**config.mk**
```make
export PLATFORM = sky130hd
export DESIGN_NAME = ysyx_23060111_seq
export DESIGN_NICKNAME = d
export VERILOG_FILES = /design/src/rtl/ysyx_23060111_seq.sv
export SDC_FILE = /design/constraint.sdc
export NUM_CORES = 1
export LEC_CHECK = 0
export BUFFER_PORTS_ARGS = -buffer_cell sky130_fd_sc_hd__buf_2
export CAP_MARGIN = 20
export CORE_MARGIN = 5
export CORE_UTILIZATION = 45
export CTS_CLUSTER_SIZE = 24
export DETAILED_ROUTE_END_ITERATION = 7
export MAX_ROUTING_LAYER = met4
export PLACE_DENSITY = 0.76
export REMOVE_ABC_BUFFERS = 1
export SYNTH_ARGS = -nofsm -noshare
export SYNTH_HDL_FRONTEND = slang
export SYNTH_SLANG_ARGS = --single-unit
```
**constraint.sdc**
```tcl
create_clock -name clk -period 4.5 [get_ports clk]
set_input_delay 0.9 -clock clk [delete_from_list [all_inputs] [get_ports clk]]
set_output_delay 0.9 -clock clk [all_outputs]
set_load 0.02 [all_outputs]
```
**src/rtl/ysyx_23060111_seq.sv**
```systemverilog
// rtl/ysyx_23060111_seq.sv - multi-cycle fetch/execute/memory/writeback sequencer with bus watchdog
module ysyx_23060111_seq #(
    parameter int          XLEN     = 32,
    parameter logic [31:0] RESET_PC = 32'h8000_0000,
    parameter int          TIMEOUT  = 255,
    parameter int          TO_W     = 8,
    parameter int          CNT_W    = 64
) (
    input  logic             clk,
    input  logic             rst,
    output logic             ifu_req_valid,
    input  logic             ifu_req_ready,
    output logic [XLEN-1:0]  ifu_addr,
    input  logic             ifu_rsp_valid,
    input  logic [31:0]      ifu_rsp_data,
    output logic             ifu_rsp_ready,
    output logic [31:0]      inst,
    output logic [XLEN-1:0]  pc,
    input  logic [XLEN-1:0]  exu_dnpc,
    input  logic             exu_mem,
    input  logic             exu_inv,
    input  logic             exu_ebreak,
    output logic             lsu_req_valid,
    input  logic             lsu_req_ready,
    input  logic             lsu_rsp_valid,
    output logic             wb_en,
    output logic             halted,
    output logic [1:0]       halt_cause,
    output logic [CNT_W-1:0] instret
);

    typedef enum logic [2:0] {
        F_REQ  = 3'd0,
        F_WAIT = 3'd1,
        EXEC   = 3'd2,
        M_REQ  = 3'd3,
        M_WAIT = 3'd4,
        WB     = 3'd5,
        HALT   = 3'd6
    } state_t;

    localparam logic [1:0]      CAUSE_EBREAK  = 2'd1;
    localparam logic [1:0]      CAUSE_INVALID = 2'd2;
    localparam logic [1:0]      CAUSE_TIMEOUT = 2'd3;
    localparam logic [TO_W-1:0] TO_VAL        = TO_W'(TIMEOUT);
    localparam bit              WDOG_ON       = (TIMEOUT != 0);

    state_t            r_state;
    logic [XLEN-1:0]   r_pc;
    logic [31:0]       r_inst;
    logic [CNT_W-1:0]  r_instret;
    logic [1:0]        r_cause;
    logic [TO_W-1:0]   r_wdog;
    logic              r_ifu_req_valid;
    logic              r_ifu_rsp_ready;
    logic              r_lsu_req_valid;
    logic              r_wb_en;
    logic              r_halted;

    state_t            w_next;
    logic [1:0]        w_cause;
    logic              w_expired;
    logic              w_bus_state;
    logic              w_wdog_clear;

    // The watchdog only fires when its count has reached the limit; callers
    // still check their own exit condition first so a late response wins.
    assign w_expired   = WDOG_ON && (r_wdog == TO_VAL);
    assign w_bus_state = (r_state == F_REQ) || (r_state == F_WAIT) ||
                         (r_state == M_REQ) || (r_state == M_WAIT);

    // Next-state and halt-cause selection; responses only count in WAIT states.
    always_comb begin
        w_next  = r_state;
        w_cause = r_cause;
        case (r_state)
            F_REQ: begin
                if (ifu_req_ready) begin
                    w_next = F_WAIT;
                end else if (w_expired) begin
                    w_next  = HALT;
                    w_cause = CAUSE_TIMEOUT;
                end
            end
            F_WAIT: begin
                if (ifu_rsp_valid) begin
                    w_next = EXEC;
                end else if (w_expired) begin
                    w_next  = HALT;
                    w_cause = CAUSE_TIMEOUT;
                end
            end
            EXEC: begin
                if (exu_inv) begin
                    w_next  = HALT;
                    w_cause = CAUSE_INVALID;
                end else if (exu_ebreak) begin
                    w_next  = HALT;
                    w_cause = CAUSE_EBREAK;
                end else if (exu_mem) begin
                    w_next = M_REQ;
                end else begin
                    w_next = WB;
                end
            end
            M_REQ: begin
                if (lsu_req_ready) begin
                    w_next = M_WAIT;
                end else if (w_expired) begin
                    w_next  = HALT;
                    w_cause = CAUSE_TIMEOUT;
                end
            end
            M_WAIT: begin
                if (lsu_rsp_valid) begin
                    w_next = WB;
                end else if (w_expired) begin
                    w_next  = HALT;
                    w_cause = CAUSE_TIMEOUT;
                end
            end
            WB: begin
                w_next = F_REQ;
            end
            default: begin
                w_next = HALT;
            end
        endcase
    end

    // Counter restarts when a new bus transaction begins (fetch or memory).
    assign w_wdog_clear = ((w_next == F_REQ) && (r_state != F_REQ)) ||
                          ((w_next == M_REQ) && (r_state != M_REQ));

    // State register plus outputs registered from the next state so every
    // output is a clean flop with no combinational path from inputs.
    always_ff @(posedge clk or posedge rst) begin
        if (rst) begin
            r_state         <= F_REQ;
            r_pc            <= RESET_PC[XLEN-1:0];
            r_inst          <= '0;
            r_instret       <= '0;
            r_cause         <= '0;
            r_wdog          <= '0;
            r_ifu_req_valid <= 1'b1;
            r_ifu_rsp_ready <= 1'b0;
            r_lsu_req_valid <= 1'b0;
            r_wb_en         <= 1'b0;
            r_halted        <= 1'b0;
        end else begin
            r_state         <= w_next;
            r_cause         <= w_cause;
            r_ifu_req_valid <= (w_next == F_REQ);
            r_ifu_rsp_ready <= (w_next == F_WAIT);
            r_lsu_req_valid <= (w_next == M_REQ);
            r_wb_en         <= (w_next == WB);
            r_halted        <= (w_next == HALT);

            if ((r_state == F_WAIT) && ifu_rsp_valid) begin
                r_inst <= ifu_rsp_data;
            end

            if (r_state == WB) begin
                r_pc      <= exu_dnpc;
                r_instret <= r_instret + CNT_W'(1);
            end

            if (w_wdog_clear) begin
                r_wdog <= '0;
            end else if (w_bus_state) begin
                r_wdog <= r_wdog + TO_W'(1);
            end
        end
    end

    assign ifu_req_valid = r_ifu_req_valid;
    assign ifu_addr      = r_pc;
    assign ifu_rsp_ready = r_ifu_rsp_ready;
    assign inst          = r_inst;
    assign pc            = r_pc;
    assign lsu_req_valid = r_lsu_req_valid;
    assign wb_en         = r_wb_en;
    assign halted        = r_halted;
    assign halt_cause    = r_cause;
    assign instret       = r_instret;

endmodule
```
### After elaboration in Yosys (flattened, before gate mapping)

Index checks and enable logic that the tools add are counted.

* reductions and logical operators: 13
* add/sub/neg operators: 2
* multiplexer cells: 19
* equality and inequality tests: 16

Operators by type and width (count)
* 64-bit by 1-bit adder with 64-bit output, second input constant: 1
* 3-bit two-way mux: 8
* 3-bit case mux with 6 select lines: 1
* 8-bit two-way mux: 2
* 2-bit two-way mux: 7
* 3-bit == test, second input constant: 4
* 2-bit case mux with 5 select lines: 1
* 3-bit by 2-bit == test with 1-bit output, second input constant: 3
* 8-bit by 1-bit adder with 8-bit output, second input constant: 1
* 8-bit == test, second input constant: 1
* 2-bit != test, second input constant: 4
* 3-bit by 1-bit == test with 1-bit output, second input constant: 2
* 3-bit zero test: 2
* 6-bit AND reduction: 1
* 5-bit nonzero test: 1
* 1-bit logical OR: 4
* 1-bit logical AND: 3
* 3-bit by 2-bit != test with 1-bit output, second input constant: 1
* 3-bit != test, second input constant: 1
* 3-bit nonzero test: 1
* 2-bit nonzero test: 1

* output and inout port bits: 167
* bits of input ports: 73
* register bits after elaboration: 146

### Logic depth before layout (Yosys ltp)

Gate-level depths: netlist of the first run.

* depth after elaboration: 8
* gate-level depth with buffers: 9
* depth with buffers taken out: 8

### Worst setup path after synthesis of the first run

No wires, ideal clock.

* kind: input to register
* start: in exu_inv
* end: reg r_instret[53], in the netlist instret[53]
* arrival time: 2.746 ns
* path slack: 1.624 ns
* stages on the path: 6
* library setup time: 0.129 ns
* path buffers: 0
* path through: or2_2 -> or3_1 -> a31oi_4 -> nand3_1 -> or4_4 -> xnor2_2

RTL lines
* from (decl): line 21 `input logic exu_inv,`
* to (signal assigned): line 165 `r_instret <= r_instret + CNT_W'(1);`
* to (decl): line 51 `logic [CNT_W-1:0] r_instret;`

==> metrics.yaml, run 1 <==
detailed_routing:
  drt-vias-per-instance: 5.244
  routedWlPerCell_um: 16.96
  drt_wl_total_um: 16660
  drt_iter0_drc: 310
  detail_route.first_pass.iterations: 5
  drc: 0
  ant_nets: 0
  vias: 5150
yosys:
  synth_top_area_share_pct: 53.46
  synth_edf_count: 0
  synth_top_area_cell: "dfrtp_1"
  synth_flop_cell: "dfrtp_1"
  synth-async-reset-ratio_pct: 100.0
  synth_seq_cells: 146
  synthTopCellsByArea: "dfrtp_1 (53%), mux2_2 (11%), xor2_1 (5.7%), buf_4 (3.6%), xnor2_1 (3.2%)"
  syn-cell-area_mm2: 0.006740
  avgSynthCellArea_um2: 11.82
  synth_warnings: 0
  synth_cell_types: 51
  synth_seq_area_share_pct: 54.24
  postSynthCellCount: 570
critical_path:
  cp_max_fo: 14
  slowest_stage: "nand4_1"
  cp_data_required_time_ps: 4850
  path_common_cell: "nor4b_1"
  critPathKind: "in -> reg"
  cp_cell_sequence: "buf_2, or2_2, nor4b_1, o31a_1, nand4_1, nor4b_1, xor2_1"
  crit_path_end_kind: "flop"
  crit_arrival_ps: 3510
  worstSetupStartpointType: "primary input"
  crit_path_max_incr_delay_ps: 720
power_and_ir_drop:
  powerDensity_mw_per_mm2: 662.7
  leakage_nw: 4.353
  ir_drop_mv: 0.4587
  totalPowerFinal_mw: 5.677
run:
  max_cap_violations: 0
placed_design:
  place_area_mm2: 0.007910
  io_buffers: 239
  hpwlAfterDp_um: 12250
  gp_congestion: 0.8467
  post-place-ws_ps: 956.0
floorplanning:
  core_area_mm2: 0.01459
  die_width_um: 132.4
  start_util_pct: 46.20
  num_rows: 44
  num_io_pins: 240
  die_height_um: 132.4
  dieArea_mm2: 0.01753
final_layout:
  syn2layout_area_growth_pct: 27.10
  drive_gt1_share_pct: 44.99
  fillerInstances: 1235
  antenna_cells: 0
  stdcell_area_mm2: 0.008567
  layout.nets: 860
global_route:
  grt_max_degree: 95
  antenna_found_initial: 0
  track_usage_pct: 19.73
  first_global_vias: 5196
  overflow: 0
  grt_pass1_wl_um: 27260
cts:
  hold_buffers: 0
  htreeDepth: 4
  cts_resized: 0
  cts_tree: "built"
  clkLatencyLatePin_ps: 420
  clk_path_buf_depth: 2
  cts_buffers: 17
  postCtsSetupBuffers: 0
  cts.sinks: 146
  root_buffer: "clkbuf_16"
  path_clk_slew_ps: 60
timing:
  slew_violations: 0
  period_minus_slack_ps: 3157
  setup_viol: 0
  worstMarginPinSlew_ps: 915.8
  finClkSkew_ps: 5.744
  max_freq_mhz: 316.7
  timing.hold.ws_ps: 484.1
  hold_viol: 0
  relSlewSlack_pct: 38.42
  finalWorstSetupSlack_ps: 1343
  finalCritPeriodShare_pct: 70.16
  rsz0062_at_grt: "false"
worst_hold_path:
  hold_class: "reg -> reg"
outcome:
  run_status: "complete, no violations"
-- cell families (layout without fill, tap and decap cells) --
group,after synthesis,after routing,synth area share (%)
AOI/OAI and AO/OA,21,21,2.450
xor gates and xnor gates,70,70,9.207
adders and majority gates,2,2,0.3712
buffers and inverters,58,286,5.161
DFF,146,146,54.24
muxes,70,70,11.64
and+or+nand+nor,203,203,16.93
-- synthesized netlist by cell type, types with 2 or more instances --
library cell / n
dfrtp_1: 144
mux2_2: 67
xor2_1: 44
nor2_1: 40
nand2_1: 33
buf_4: 32
nand4_1: 28
nand3_1: 25
xnor2_1: 25
nor3_1: 22
nor4_1: 11
inv_1: 10
and3_1: 8
buf_2: 8
and4_1: 7
clkbuf_1: 7
a21oi_1: 6
a211oi_1: 3
and2_1: 3
mux2i_1: 3
o21bai_1: 3
or3_1: 3
or4_4: 3
dfstp_2: 2
ha_1: 2
nand2b_1: 2
nand3b_1: 2
nand4_4: 2
nor4b_1: 2
or4_1: 2
-- sequential cells by signal, summed over array words and instances (netlist names) --
name and cells:
inst 32, r_wdog 8, ifu_req_valid 1, r_state 3, lsu_req_valid 1, wb_en 1, instret 64, ifu_addr 32
halt_cause 2, halted 1, ifu_rsp_ready 1
-- worst paths after layout --
path,startpoint,end,slack (ps),cells after the start
max,exu_inv,instret[59],1340,7
min,instret[63],instret[63],480,1
max reg2reg,r_state[2],instret[59],1420,6
min reg2reg,instret[63],instret[63],480,1
max in group asynchronous,rst,inst[2],2960,3
min in group asynchronous,rst,instret[24],660,2
-- placed cells by master (no fill, tap or decap), types with 11 or more instances in the layout --
master	synthesis	layout
nor2_1	40	40
mux2_2	67	67
nor4_1	11	11
clkbuf_16	0	17
dfrtp_1	144	144
nand4_1	28	28
xor2_1	44	44
nand3_1	25	25
xnor2_1	25	25
nor3_1	22	22
nand2_1	33	33
buf_2	8	239
-- through the flow --
stage	cells	setup TNS [ps]	utilization (%)
2_1_floorplan	523	-161650	-
3_3_place_gp	950	0	54.22
3_5_place_dp	950	0	54.22
4_1_cts	982	0	58.72
5_1_grt	982	0	58.72
6_report	982	0	58.72
-- routing by layer --
| metal | global-route usage [%] | vias to the layer above | share of wire [%] | wire [µm] |
|---|---|---|---|---|
| met3 | 4.809 | 30 | 6.5 | 1077 |
| met2 | 29.55 | 191 | 47 | 7836 |
| met5 | - | - | 0 | 0 |
| li1 | - | 2424 | - | - |
| met4 | 7.127 | 0 | 1.9 | 310 |
| met1 | 26.22 | 2505 | 45 | 7433 |
-- worst max-delay path: cells and delay by family --
| kind | cells | cell delay [ps] |
|---|---|---|
| xor+xnor | 1 | 170 |
| simple gates | 4 | 1920 |
| buf+inv | 1 | 120 |
| compound gates | 1 | 410 |
-- power breakdown --
| part | leakage [nW] | total [mW] | internal [mW] | switching [mW] |
|---|---|---|---|---|
| registers | 1.87 | 2.00 | 1.70 | 0.302 |
| logic | 2.17 | 2.11 | 0.835 | 1.28 |
| clock network | 0.308 | 1.57 | 0.990 | 0.576 |
-- area by class of cell --
| cell class | count | area, µm² | area share, % |
|---|---|---|---|
| Clock buffer | 17 | 425.4 | 4.966 |
| Multi-Input combinational cell | 366 | 2751 | 32.12 |
| Inverter | 11 | 46.29 | 0.5404 |
| Timing Repair Buffer | 243 | 1226 | 14.31 |
| Tap cell | 184 | 230.2 | 2.687 |
| Sequential cell | 146 | 3656 | 42.68 |
| Clock inverter | 15 | 231.5 | 2.702 |
Note: power is estimated with default switching activity, not from simulation.
==> inputs of run 2 (changes only) <==
--- a/config.mk
+++ b/config.mk
@@ -8,11 +8,11 @@
 export BUFFER_PORTS_ARGS = -buffer_cell sky130_fd_sc_hd__buf_2
 export CAP_MARGIN = 20
 export CORE_MARGIN = 5
-export CORE_UTILIZATION = 45
+export CORE_UTILIZATION = 50
 export CTS_CLUSTER_SIZE = 24
 export DETAILED_ROUTE_END_ITERATION = 7
 export MAX_ROUTING_LAYER = met4
-export PLACE_DENSITY = 0.76
+export PLACE_DENSITY = 0.8
 export REMOVE_ABC_BUFFERS = 1
 export SYNTH_ARGS = -nofsm -noshare
 export SYNTH_HDL_FRONTEND = slang
==> constraint.sdc (replaced) <==
create_clock -name clk -period 3.01 [get_ports clk]
set_input_delay 0.602 -clock clk [delete_from_list [all_inputs] [get_ports clk]]
set_output_delay 0.602 -clock clk [all_outputs]
set_load 0.02 [all_outputs]
==> run 2 against run 1 <==
Critical path depth is 1 lower. Combinational power is 55% higher. Sequential cell count stayed put. Non-clock buffer count is 7 higher. Register-to-register slack worse by 1200 ps. Sequential share of layout area hardly changed. Clock power is 35% higher. Critical path type is now reg -> reg. Critical endpoint is now instret[14]. Largest power group unchanged. Highest routed layer unchanged.
==> metrics.yaml, run 2 (synthesized netlist as in run 1, its figures left out) <==
final_layout:
  layout_commonest_cell: "buf_2"
  fillerInstances: 1062
  stdcell_area_mm2: 0.008577
  drive_gt1_share_pct: 45.27
  fin_util_pct: 64.77
  layout.nets: 867
  largest_reg_flops: 64
  layout_common_cells: "buf_2 (239), dfrtp_1 (144), mux2_2 (67), xor2_1 (44), nor2_1 (40)"
  antenna_cells: 0
  syn2layout_area_growth_pct: 27.25
critical_path:
  cp_data_required_time_ps: 3340
  crit_path_end_kind: "flop"
  cp_max_fo: 42
  crit_arrival_ps: 3080
  worstSetupStartpointType: "flop"
  critPathKind: "reg -> reg"
run:
  max_cap_violations: 0
cts:
  hold_buffers: 0
  root_buffer: "clkbuf_16"
  clk_path_buf_depth: 2
  htreeDepth: 4
  clkLatencyLatePin_ps: 420
  cts_buffers: 17
  cts_resized: 0
  cts_tree: "built"
  path_clk_slew_ps: 60
  postCtsSetupBuffers: 0
  cts.sinks: 146
detailed_routing:
  routedWlPerCell_um: 17.37
  drt_iter0_drc: 358
  vias: 5269
  drt-vias-per-instance: 5.377
  detail_route.first_pass.iterations: 5
  drc: 0
  ant_nets: 0
  drt_wl_total_um: 17020
timing:
  setup_viol: 0
  finClkSkew_ps: 11.08
  hold_viol: 0
  rsz0062_at_grt: "false"
  finalCritPeriodShare_pct: 91.15
  worstMarginPinSlew_ps: 818.3
  max_freq_mhz: 364.5
  slew_violations: 0
  finalWorstSetupSlack_ps: 266.4
  relSlewSlack_pct: 45.45
  period_minus_slack_ps: 2744
floorplanning:
  die_width_um: 126.1
  core_area_mm2: 0.01324
  die_height_um: 126.1
  dieArea_mm2: 0.01590
  num_rows: 42
  num_io_pins: 240
  start_util_pct: 50.90
power_and_ir_drop:
  totalPowerFinal_mw: 8.361
  leakage_nw: 4.381
  powerDensity_mw_per_mm2: 974.8
  ir_drop_mv: 0.7127
global_route:
  overflow: 0
  grt_pass1_wl_um: 27640
  grtUsageMet3_pct: 5.165
  met2_usage_pct: 36.43
  first_global_vias: 5496
  use_met1_pct: 26.60
  grt_max_degree: 91
  track_usage_pct: 22.02
  busiest_layer: "met2"
  antenna_found_initial: 0
outcome:
  run_status: "complete, no violations"
placed_design:
  hpwlAfterDp_um: 12550
  place_area_mm2: 0.007978
  gp_congestion: 0.9057
  post-place-ws_ps: 95.23
  io_buffers: 239
worst_hold_path:
  hold_class: "in -> async"
## run 2: changes by cell type in the layout (fill, tap and decap cells not counted), moves of 2 or more
cell / change
inv_6: -2
clkinvlp_4: -2
clkbuf_1: +2
clkinv_2: +3
bufinv_16: -2
buf_4: +5
clkbuf_8: +2
buf_12: +2
## run 2: where the power goes
group	internal [mW]	leakage [nW]	switching (mW)
clock	1.34	0.289	0.782
sequential	2.54	1.87	0.432
combinational	1.31	2.22	1.97
total	5.18	4.38	3.18
## run 2: worst paths after layout
| kind | from | to | cells after the start | slack (ps) |
|---|---|---|---|---|
| min | rst | instret[39] | 2 | 340 |
| max reg2reg | r_state[2] | instret[14] | 6 | 270 |
| max in group asynchronous | rst | ifu_rsp_ready | 3 | 1970 |
| min in group clk | exu_inv | halt_cause[0] | 2 | 400 |
| min reg2reg | instret[63] | instret[63] | 1 | 480 |
| max | r_state[2] | instret[14] | 6 | 270 |
## run 2: routing by layer
metal / part of all wire (%) / vias to the layer above / wire [µm]
li1: - / 2430 / -
met1: 41 / 2584 / 6959
met2: 50 / 229 / 8550
met3: 6.9 / 26 / 1178
met4: 1.9 / 0 / 330
met5: 0 / - / 0
## run 2: area by class of cell
class	instances	area (µm²)	area share, %
Timing Repair Buffer	250	1304	15.20
Clock inverter	10	133.9	1.561
Tap cell	176	220.2	2.567
Clock buffer	21	460.4	5.368
Multi-Input combinational cell	366	2756	32.14
Sequential cell	146	3656	42.63
Inverter	11	46.29	0.5398
## run 2: through the flow
step	std cells	hold slack, ps	TNS [ps]
after detailed placement	949	459.5	0
after CTS	980	367.0	0
after global placement	949	458.7	0
after global routing	980	398.7	0
after floorplan	523	497.7	-510630
final	980	336.7	0
## run 2: worst max-delay path: stages, from the launching register on
cell      delay [ps]
dfrtp_1          740
mux2_2           460
a211oi_2         430
nand4_1          220
buf_12           230
nor4_1           390
xor2_1           190
